===== src/rtl/spi_clgen.sv =====
// rtl/spi_clgen.sv - SPI serial clock generator with rising/falling edge strobes
module spi_clgen #(
    parameter int DIVIDER_LEN = 16
) (
    input  logic                   wb_clk,
    input  logic                   wb_reset,
    input  logic                   go,
    input  logic                   tip,
    input  logic                   last,
    input  logic [DIVIDER_LEN-1:0] divider,
    output logic                   sclk,
    output logic                   cpol_0,
    output logic                   cpol_1
);

    logic [DIVIDER_LEN-1:0] cnt;
    logic                   cnt_zero;
    logic                   half_done;
    logic                   rise_en;
    logic                   fall_en;
    logic                   kick_en;

    assign cnt_zero  = (cnt == '0);
    assign half_done = tip && cnt_zero;

    // A rise is suppressed on the final bit so sclk parks low after its last fall.
    assign rise_en = half_done && !sclk && !last;
    assign fall_en = half_done && sclk;

    // With divider 0, spi_shift needs a launch strobe one cycle after go, before tip rises.
    assign kick_en = (divider == '0) && go && !tip;

    always_ff @(posedge wb_clk or negedge wb_reset) begin
        if (!wb_reset) begin
            cnt <= '0;
        end else if (!tip || cnt_zero) begin
            cnt <= divider;
        end else begin
            cnt <= cnt - DIVIDER_LEN'(1);
        end
    end

    always_ff @(posedge wb_clk or negedge wb_reset) begin
        if (!wb_reset) begin
            sclk   <= 1'b0;
            cpol_0 <= 1'b0;
            cpol_1 <= 1'b0;
        end else begin
            if (rise_en || fall_en) begin
                sclk <= ~sclk;
            end
            cpol_0 <= rise_en || kick_en;
            cpol_1 <= fall_en;
        end
    end

endmodule

===== config.mk =====
export PLATFORM = sky130hd
export DESIGN_NAME = spi_clgen
export DESIGN_NICKNAME = d
export VERILOG_FILES = /design/src/rtl/spi_clgen.sv
export SDC_FILE = /design/constraint.sdc
export NUM_CORES = 1
export LEC_CHECK = 0
export CORE_ASPECT_RATIO = 1.1
export CORE_MARGIN = 5
export CORE_UTILIZATION = 40
export DETAILED_ROUTE_END_ITERATION = 8
export GPL_TIMING_DRIVEN = 0
export PLACE_DENSITY_LB_ADDON = 0.08
export SETUP_SLACK_MARGIN = 0.02
export SLEW_MARGIN = 15
export SYNTH_ARGS = -nofsm -noshare
export SYNTH_HDL_FRONTEND = slang
export SYNTH_SLANG_ARGS = --single-unit

===== constraint.sdc =====
create_clock -name wb_clk -period 1.85 [get_ports wb_clk]
set_input_delay 0.37 -clock wb_clk [delete_from_list [all_inputs] [get_ports wb_clk]]
set_output_delay 0.37 -clock wb_clk [all_outputs]
set_load 0.1 [all_outputs]

==> flow_metrics.tcl <==
set metrics [dict create \
    status "finished clean" \
    postSynth.asyncResetShare 1.000 \
    drtPass1Iterations 4 \
    syn_inst 108 \
    syn_area_per_cell_sq_um 9.871 \
    crit_fanout 6 \
    grt_pass1_vias 990 \
    cts-root-buf "clkbuf_4" \
    dr_wl_met3_um 173 \
    setup.worst_path.start "cnt[9]$_DFF_PN0_" \
    clk_latency_ns 0.31 \
    utilization 0.5948 \
    finalHoldViolCount 0 \
    synth_top_area_share 0.4460 \
    dp_hpwl_um 1932 \
    dieArea_sq_mm 0.003799 \
    grt_max_degree 20 \
    reg2regPathDepth 4 \
    finClkSkew_ns 0.002186 \
    yosys_register_bits 19 \
    synth.distinct_cells 32 \
    io_pins 24 \
    ctsHtreeMaxLevel 1 \
    end_kind "flop" \
    syn_nets 130 \
    ys_seq_area_frac 0.4460 \
    ir_drop_mv 0.5511 \
    cts.clk_slew.worst_paths_ns 0.11 \
    period_minus_slack_ns 1.799 \
    p_leak_nw 0.5704 \
    highest_layer "met4" \
    fmax_ghz 0.5559 \
    nFillCells 238 \
    cp.depth 4 \
    hp-class "input pin to flop" \
    wl_per_cell_um 15.89 \
    slowest_delay_ns 0.45 \
    drt-total-wl_um 2797 \
    antenna_left 0 \
    r2r-start "cnt[9]$_DFF_PN0_" \
    setup_tns_ns 0 \
    wl_met1_um 1176 \
    placementRows 19 \
    area_growth_pct 40.61 \
    yosysWarnings 0 \
    overflow 0 \
    nets 168 \
    diodes 0 \
    grt_antenna_before_repair 0 \
    worst_path_max_delay_cell "dfrtp_2" \
    dp_cells 161 \
    slew_headroom 0.4072 \
    syn_area_sq_mm 0.001066 \
    viasPerCell 5.563 \
    dr_wl_met2_um 1383 \
    tightest_slew_ns 0.8865 \
    stdcell_count 176 \
    critPathTopFamily "simple AND/OR/NAND/NOR gates" \
    max_cap_viol_count 0 \
    initial_core_util 0.4230 \
    fin_crit_sh 0.9724 \
    setup_violations 0 \
    slew_viol_final 0 \
    grt_pass1_wl_um 4560 \
    cts-buffers-inserted 3 \
    synthTopCellsByArea "dfrtp_1 (45%), a21oi_1 (12%), xor2_1 (6.6%)" \
    port_buffers 22 \
    crit_arrival_ns 2.00 \
    total_power_uw 956.1 \
    drive_gt1_frac 0.2414 \
    vias 979 \
    first_iter_violations 35 \
    cts.hold.buffers_added 0 \
    ff2ff_setup_slack_ns 0.05 \
    endpoint "sclk$_DFFE_PN0P_" \
    worst-path-buf-inv 0 \
    die_y_um 64.15 \
    dieWidth_um 59.22 \
    cts.sinks 19 \
    cp.required_ns 2.05 \
    clk_path_buf_depth 2 \
    design.core.area_sq_mm 0.002520 \
    r2r-end "sclk$_DFFE_PN0P_" \
    ys.flop_type "dfrtp_1" \
    synth_edf_count 0 \
    track_usage 0.1576 \
    startpoint_type "flop" \
    drc 0 \
    grt_setup_unrepaired "yes" \
    cellPowerDensity_mw_per_mm2 637.8 \
    path_cells "nor4_4 -> nand4_4 -> or2_4 -> mux2_4" \
    worst-setup-path-type "flop to flop" \
    place_congestion 0.7366 \
    synth_top_cell_by_area "dfrtp_1" \
    cts_tree "built" \
]
-- worst min path at each step --
stage                           startpoint          endpoint  slack (ns)  cells past startpoint
after floorplan                   wb_reset  cnt[0]$_DFF_PN0_        0.07                      0
final                                  tip  cnt[7]$_DFF_PN0_        0.50                      3
after global routing                   tip  cnt[3]$_DFF_PN0_        0.51                      3
after detailed placement  sclk$_DFFE_PN0P_  cpol_0$_DFF_PN0_        0.54                      1
after CTS                              tip  cnt[7]$_DFF_PN0_        0.50                      3
after global placement    sclk$_DFFE_PN0P_  cpol_0$_DFF_PN0_        0.52                      1
-- per-layer routing --
layer	track usage	up-vias
li1	-	471
met1	0.1893	471
met2	0.2555	30
met3	0.03018	7
met4	0.09348	0
met5	0	-
-- worst min-delay path, stage by stage --
cell	delay (ns)
clkbuf_1	0.19
a21oi_1	0.17
a31oi_1	0.04
-- cell type report --
cell class	instances	area, sq um	area share
inverter	5	18.77	0.01252
sequential	19	476.7	0.3180
timing repair buffer	33	306.5	0.2045
multi-input combinational	80	611.8	0.4082
buffer	4	20.02	0.01336
clock buffer	4	26.28	0.01753
tap	31	38.79	0.02588
-- registers in the layout (all words and copies together), names as in the netlist --
register	count
cnt	16
cpol_0	1
cpol_1	1
sclk	1
-- cells by family after synthesis --
family | Yosys count | synth area share
compound gates | 32 | 0.1620
simple gates | 33 | 0.2230
mux | 3 | 0.03403
flops | 19 | 0.4460
fa+ha+maj | 1 | 0.01174
xor+xnor | 11 | 0.09038
buf+inv | 9 | 0.03286
-- per-stage QoR --
step	setup slack, ns	hold slack (ns)	cell area (sq um)
3_5_place_dp	-0.1943	0.5382	1331
4_1_cts	0.009017	0.5000	1406
3_3_place_gp	-0.1712	0.5239	1331
6_report	0.05099	0.4988	1499
5_1_grt	0.002393	0.5112	1499
2_1_floorplan	0.05414	0.07441	1072
-- synth_stat cells (2+ instances only) --
library cell	n
xor2_1	8
nor4_1	4
dfrtp_1	19
or4_1	2
xnor2_1	3
o31ai_1	2
a31oi_1	3
clkbuf_1	3
nand4_1	2
inv_1	5
nand4b_1	2
nor2_1	6
nand3b_1	2
a21oi_1	25
nand2_1	4
nand3_1	2
-- where the power goes --
group          internal [mW]  switching, mW
combinational          0.120         0.0991
clock                 0.0842          0.138
sequential             0.454         0.0601
total                  0.659          0.297
-- repair_timing --
| item | in CTS | in global routing |
|---|---|---|
| endpoints found under the hold margin | 0 | 0 |
| pin swaps | 2 | 3 |
| gates resized for setup | 11 | 13 |
| endpoints found under the setup margin | 18 | 14 |
| setup buffers | 4 | 7 |
-- placed cells by master (no fill, tap or decap), drive strengths merged --
cell type / count
a21oi: 25
clkdlybuf4s50: 19
dfrtp: 19
buf: 12
xor2: 8
clkbuf: 7
nor2: 6
nor4: 6
inv: 5
nand2: 4
a31oi: 3
xnor2: 3
clkdlybuf4s15: 3
nand4: 3
nand4b: 2
nand3: 2
nand3b: 2
or4: 2
o31ai: 2
mux2: 2
nor3b: 1
and2: 1
o41ai: 1
mux2i: 1
or2: 1
nor3: 1
nor4b: 1
o21ai: 1
or3: 1
ha: 1
No activity file was read; power rests on OpenSTA's default activity.
==> edit 1, RTL diff (config.mk and constraints unchanged) <==
Register the output `cpol_1` once more, with the module's reset; this adds one clock of latency there. The other outputs are not delayed to match.
--- a/src/rtl/spi_clgen.sv
+++ b/src/rtl/spi_clgen.sv
@@ -12,6 +12,8 @@
     output logic                   cpol_0,
     output logic                   cpol_1
 );
+
+    logic cpol_1_s0;
 
     logic [DIVIDER_LEN-1:0] cnt;
     logic                   cnt_zero;
@@ -44,13 +46,21 @@
         if (!wb_reset) begin
             sclk   <= 1'b0;
             cpol_0 <= 1'b0;
-            cpol_1 <= 1'b0;
+            cpol_1_s0 <= 1'b0;
         end else begin
             if (rise_en || fall_en) begin
                 sclk <= ~sclk;
             end
             cpol_0 <= rise_en || kick_en;
-            cpol_1 <= fall_en;
+            cpol_1_s0 <= fall_en;
+        end
+    end
+
+    always_ff @(posedge wb_clk or negedge wb_reset) begin
+        if (!wb_reset) begin
+            cpol_1 <= '0;
+        end else begin
+            cpol_1 <= cpol_1_s0;
         end
     end
 
Check against the original RTL: not equivalent (Yosys sat finds a counterexample within 4 cycles, from zero or initial values and one cycle with wb_reset low).
==> edit 1 against the unedited design <==
Cell area increased by 2.5%. Sequential cell count increased by 1. Wire length decreased by 3.6%. Synthesized cell count increased by 0.93%. Sequential share of layout area increased by 0.77 points. Synthesized area increased by 2.3%. Via count increased by 3.2%. Setup slack got worse by 0.0060 ns. Power increased by 6.5%. Highest routed layer unchanged.
==> edit 1: results (changes against the unedited design) <==
adder-cell share of the synthesized area=1.147% (-0.027 points); Final Skew=0.003521 ns (+0.001335 ns); largest net degree at the start of global routing=21 (+5.0%); Critical path origin=cnt[1]$_DFF_PN0_; slowest CP cell=or4_1; dpl ws=-0.1648 ns (+0.02953 ns); Worst EP arrival=1.98 ns (-0.02 ns); Area after DPL=1356 um2 (+1.9%); FF-to-FF path depth=5 (+1); Power Total=1.018 mW (+6.5%); Post-Synth XOR/XNOR Area=8.830% (-0.21 points); met2 WL post-DR=1.317 mm (-4.8%); critical path fanouts, max=3 (-3); Tot GR Track Use=15.26% (-0.50 points); post-synthesis compound-gate area fraction=15.83% (-0.37 points); vias in the first global route=1064 (+7.5%); Post-synth top cells=a21oi_1, dfrtp_1, xor2_1; worst hold path class=flip-flop to flip-flop; seq pwr=0.533 mW (+3%); global-route wire length before repair=4.547 mm (-0.29%); FILL cells=246 (+3.4%); Critical Path End=cnt[7]$_DFF_PN0_; Max Clk Rate=0.5540 GHz (-0.33%); share of post-route cells with drive strength above 1=24.16% (about the same); Area contributors post-synth=dfrtp_1, a21oi_1, xor2_1; Vias/cell=5.611 (+0.87%); status=completed; placed cell count=162 (+0.62%); internal reg-to-reg setup slack=0.05 ns; Peak VDD IR=462.7 uV (-16%); GR Layer Usage met2=24.46% (-1.1 points); metal3 WL=191 um (+10%); syn_nets=131 (+0.77%); leak pwr=0.6055 nW (+6.1%); Mapped Avg Cell Area=10.01 um2 (+1.4%); routed len/inst=14.98 um (-5.8%); DRT met1 WL=1.168 mm (-0.68%); Layout Utilization=59.84% (+0.36 points); commonest non-fill, non-tap cell in the layout=a21oi_1; Placer Congestion=0.7452 (+1.2%); WHS=0.3687 ns (-0.1300 ns); met1 Track Usage GR=20.07% (+1.1 points); power of the clock network=0.255 mW (+15%); met3 Usage GRT=2.778% (-0.24 points); hpwl dp=1.907 mm (-1.3%)
## edit 1: final cells by class
type | count | share of cell area (%)
multi-input combinational | 80 | 38.76
sequential | 20 | 32.57
timing repair buffer | 36 | 21.42
tap | 31 | 2.524
clock buffer | 4 | 2.362
inverter | 5 | 1.222
buffer | 4 | 1.140
## edit 1: how the worst min path moves through the flow
stage,to,startpoint,depth (start not counted)
2_1_floorplan,cnt[0]$_DFF_PN0_,wb_reset,0
3_3_place_gp,cpol_1$_DFF_PN0_,cpol_1_s0$_DFF_PN0_,0
3_5_place_dp,cpol_1$_DFF_PN0_,cpol_1_s0$_DFF_PN0_,0
4_1_cts,cpol_1$_DFF_PN0_,cpol_1_s0$_DFF_PN0_,0
5_1_grt,cpol_1$_DFF_PN0_,cpol_1_s0$_DFF_PN0_,0
6_report,cpol_1$_DFF_PN0_,cpol_1_s0$_DFF_PN0_,0
==> edit 2, RTL diff (config.mk and constraints unchanged) <==
Without the edit above. Set the parameter `DIVIDER_LEN` to 8 (it was 16).
--- a/src/rtl/spi_clgen.sv
+++ b/src/rtl/spi_clgen.sv
@@ -1,6 +1,6 @@
 // rtl/spi_clgen.sv - SPI serial clock generator with rising/falling edge strobes
 module spi_clgen #(
-    parameter int DIVIDER_LEN = 16
+    parameter int DIVIDER_LEN = 8
 ) (
     input  logic                   wb_clk,
     input  logic                   wb_reset,
Interface: changed (resized divider); port bits go from 24 to 16. The function was not compared with the original's and may differ.
==> edit 2 against the unedited design <==
Global-route usage down 3.4 points. Cell area down 43%. Setup slack better by 0.023 ns. Sequential power down 39%. Synthesized area down 39%. Power down 31%. Wire length down 51%. Die area down 33%. Maximum frequency up 1.3%. Sequential cell count down 8. Critical path type is now flip-flop to primary output. Largest power group unchanged.
==> edit 2: results (changes against the unedited design) <==
FILL cells=146 (-39%); cell family with most CP delay=buffers and inverters; yosys warns=0 (unchanged); Worst EP arrival=1.41 ns (-0.59 ns); slowest CP cell=clkdlybuf4s15_1; Post-synth top cells=dfrtp_1, inv_1, mux2_1; clk buf depth=2 (unchanged); post-synthesis sequential area ratio=42.07% (-2.5 points); vias in the first global route=532 (-46%); Critical path origin=cpol_1$_DFF_PN0_; register with the most flip-flops=cnt; n_diodes=0 (unchanged); routed len/inst=14.42 um (-9.3%); Vias/cell=5.526 (-0.65%); critical path fanouts, max=1 (-5); clk_lat worst skew=0.27 ns (-0.04 ns); nets=94 (-44%); DR iter-0 viols=6 (-83%); H-tree depth=1 (unchanged); Placer Congestion=0.7535 (+2.3%); share of post-route cells with drive strength above 1=19.23% (-4.9 points); Max Slew Vio Count=0 (unchanged); status=completed; global-route wire length before repair=2.373 mm (-48%); worst hold path class=input port to asynchronous set/reset pin; max reg flops=8 (-8); # Post-CTS Setup Buffers=0 (-4); Synth cell types=30 (-6.3%); root buf cell=clkbuf_4; Largest stage delay, worst path=0.81 ns (+0.36 ns); initial antenna violation count=0 (unchanged); port bufs=15 (-32%); Final Skew=0.003605 ns (+0.001418 ns); leak pwr=0.3571 nW (-37%); Peak VDD IR=396.8 uV (-28%); async set or reset register ratio after synthesis=100.0% (unchanged); Die X=48.57 um (-18%); Slew headroom=37.26% (-3.5 points); Tot GR Track Use=12.38% (-3.4 points); largest net degree at the start of global routing=12 (-40%); Num CTS Buffers=3 (unchanged); RR Startpoint=cnt[0]$_DFF_PN0_; Clk pin slew, worst setup/hold paths=0.07 ns (-0.04 ns); drt pass-1 iters=4 (unchanged); syn_nets=74 (-43%); Area contributors post-synth=dfrtp_1, mux2_1, ha_1
## edit 2: cell count changes after synthesis, sizes merged, moves of 3 or more
cell	before	now
xor2	8	2
nor2	6	3
a31oi	3	0
clkbuf	3	0
dfrtp	19	11
a21oi	25	2
## edit 2: cell type report
type                    instances  share of cell area (%)
repair buffers                 15                   17.01
inverters                       4                   1.744
clock buffers                   4                   3.052
multi-input cells              43                   42.44
well taps                      17                   2.471
plain buffers                   1                   1.308
flip-flops and latches         11                   31.98
## edit 2: where the power goes
group | switching [mW] | internal (mW)
logic | 0.0825 | 0.0954
clock network | 0.0809 | 0.0834
registers | 0.0432 | 0.271
total | 0.207 | 0.449
## edit 2: metal layers
| layer | part of all wire (%) | vias up | GRT usage, % |
|---|---|---|---|
| met3 | 8.0 | 4 | 4.558 |
| met1 | 45 | 241 | 13.99 |
| met4 | 1.8 | 0 | 8.072 |
| li1 | - | 265 | - |
| met5 | 0 | - | 0 |
| met2 | 46 | 15 | 19.57 |
## edit 2: path summary, 6_finish.rpt
check / cells past startpoint / end / slack [ns]
min in group wb_clk: 2 / sclk$_DFFE_PN0P_ / 0.57
max in group asynchronous: 1 / cnt[0]$_DFF_PN0_ / 1.08
min reg2reg: 2 / sclk$_DFFE_PN0P_ / 0.57
min: 1 / cnt[4]$_DFF_PN0_ / 0.43
max reg2reg: 5 / cnt[4]$_DFF_PN0_ / 0.12
max: 1 / cpol_1 / 0.07
## edit 2: metrics by stage
step	total power, mW	setup slack, ns	TNS, ns	instances	area (um2)
finish	0.6561	0.07395	0	95	860.8
global route	0.7066	0.02149	0	95	860.8
CTS	0.6612	0.02648	0	95	850.8
detailed placement	0.4934	-0.02831	-0.07171	91	825.8
global placement	0.4923	-0.04423	-0.1557	91	825.8
floorplan	0.4300	0.1254	0	59	654.4
## edit 2: repair_timing
item / CTS / global route
gates resized for setup: 5 / 6
pin swaps: 1 / 0
setup endpoints to repair: 4 / 4
## edit 2: logic make-up after synthesis
logic type,share of synthesized area (%)
DFF,42.06
xor gates and xnor gates,4.016
adders and majority gates,3.823
AOI/OAI and AO/OA,14.73
and+or+nand+nor,21.42
muxes,9.942
buffers and inverters,4.015
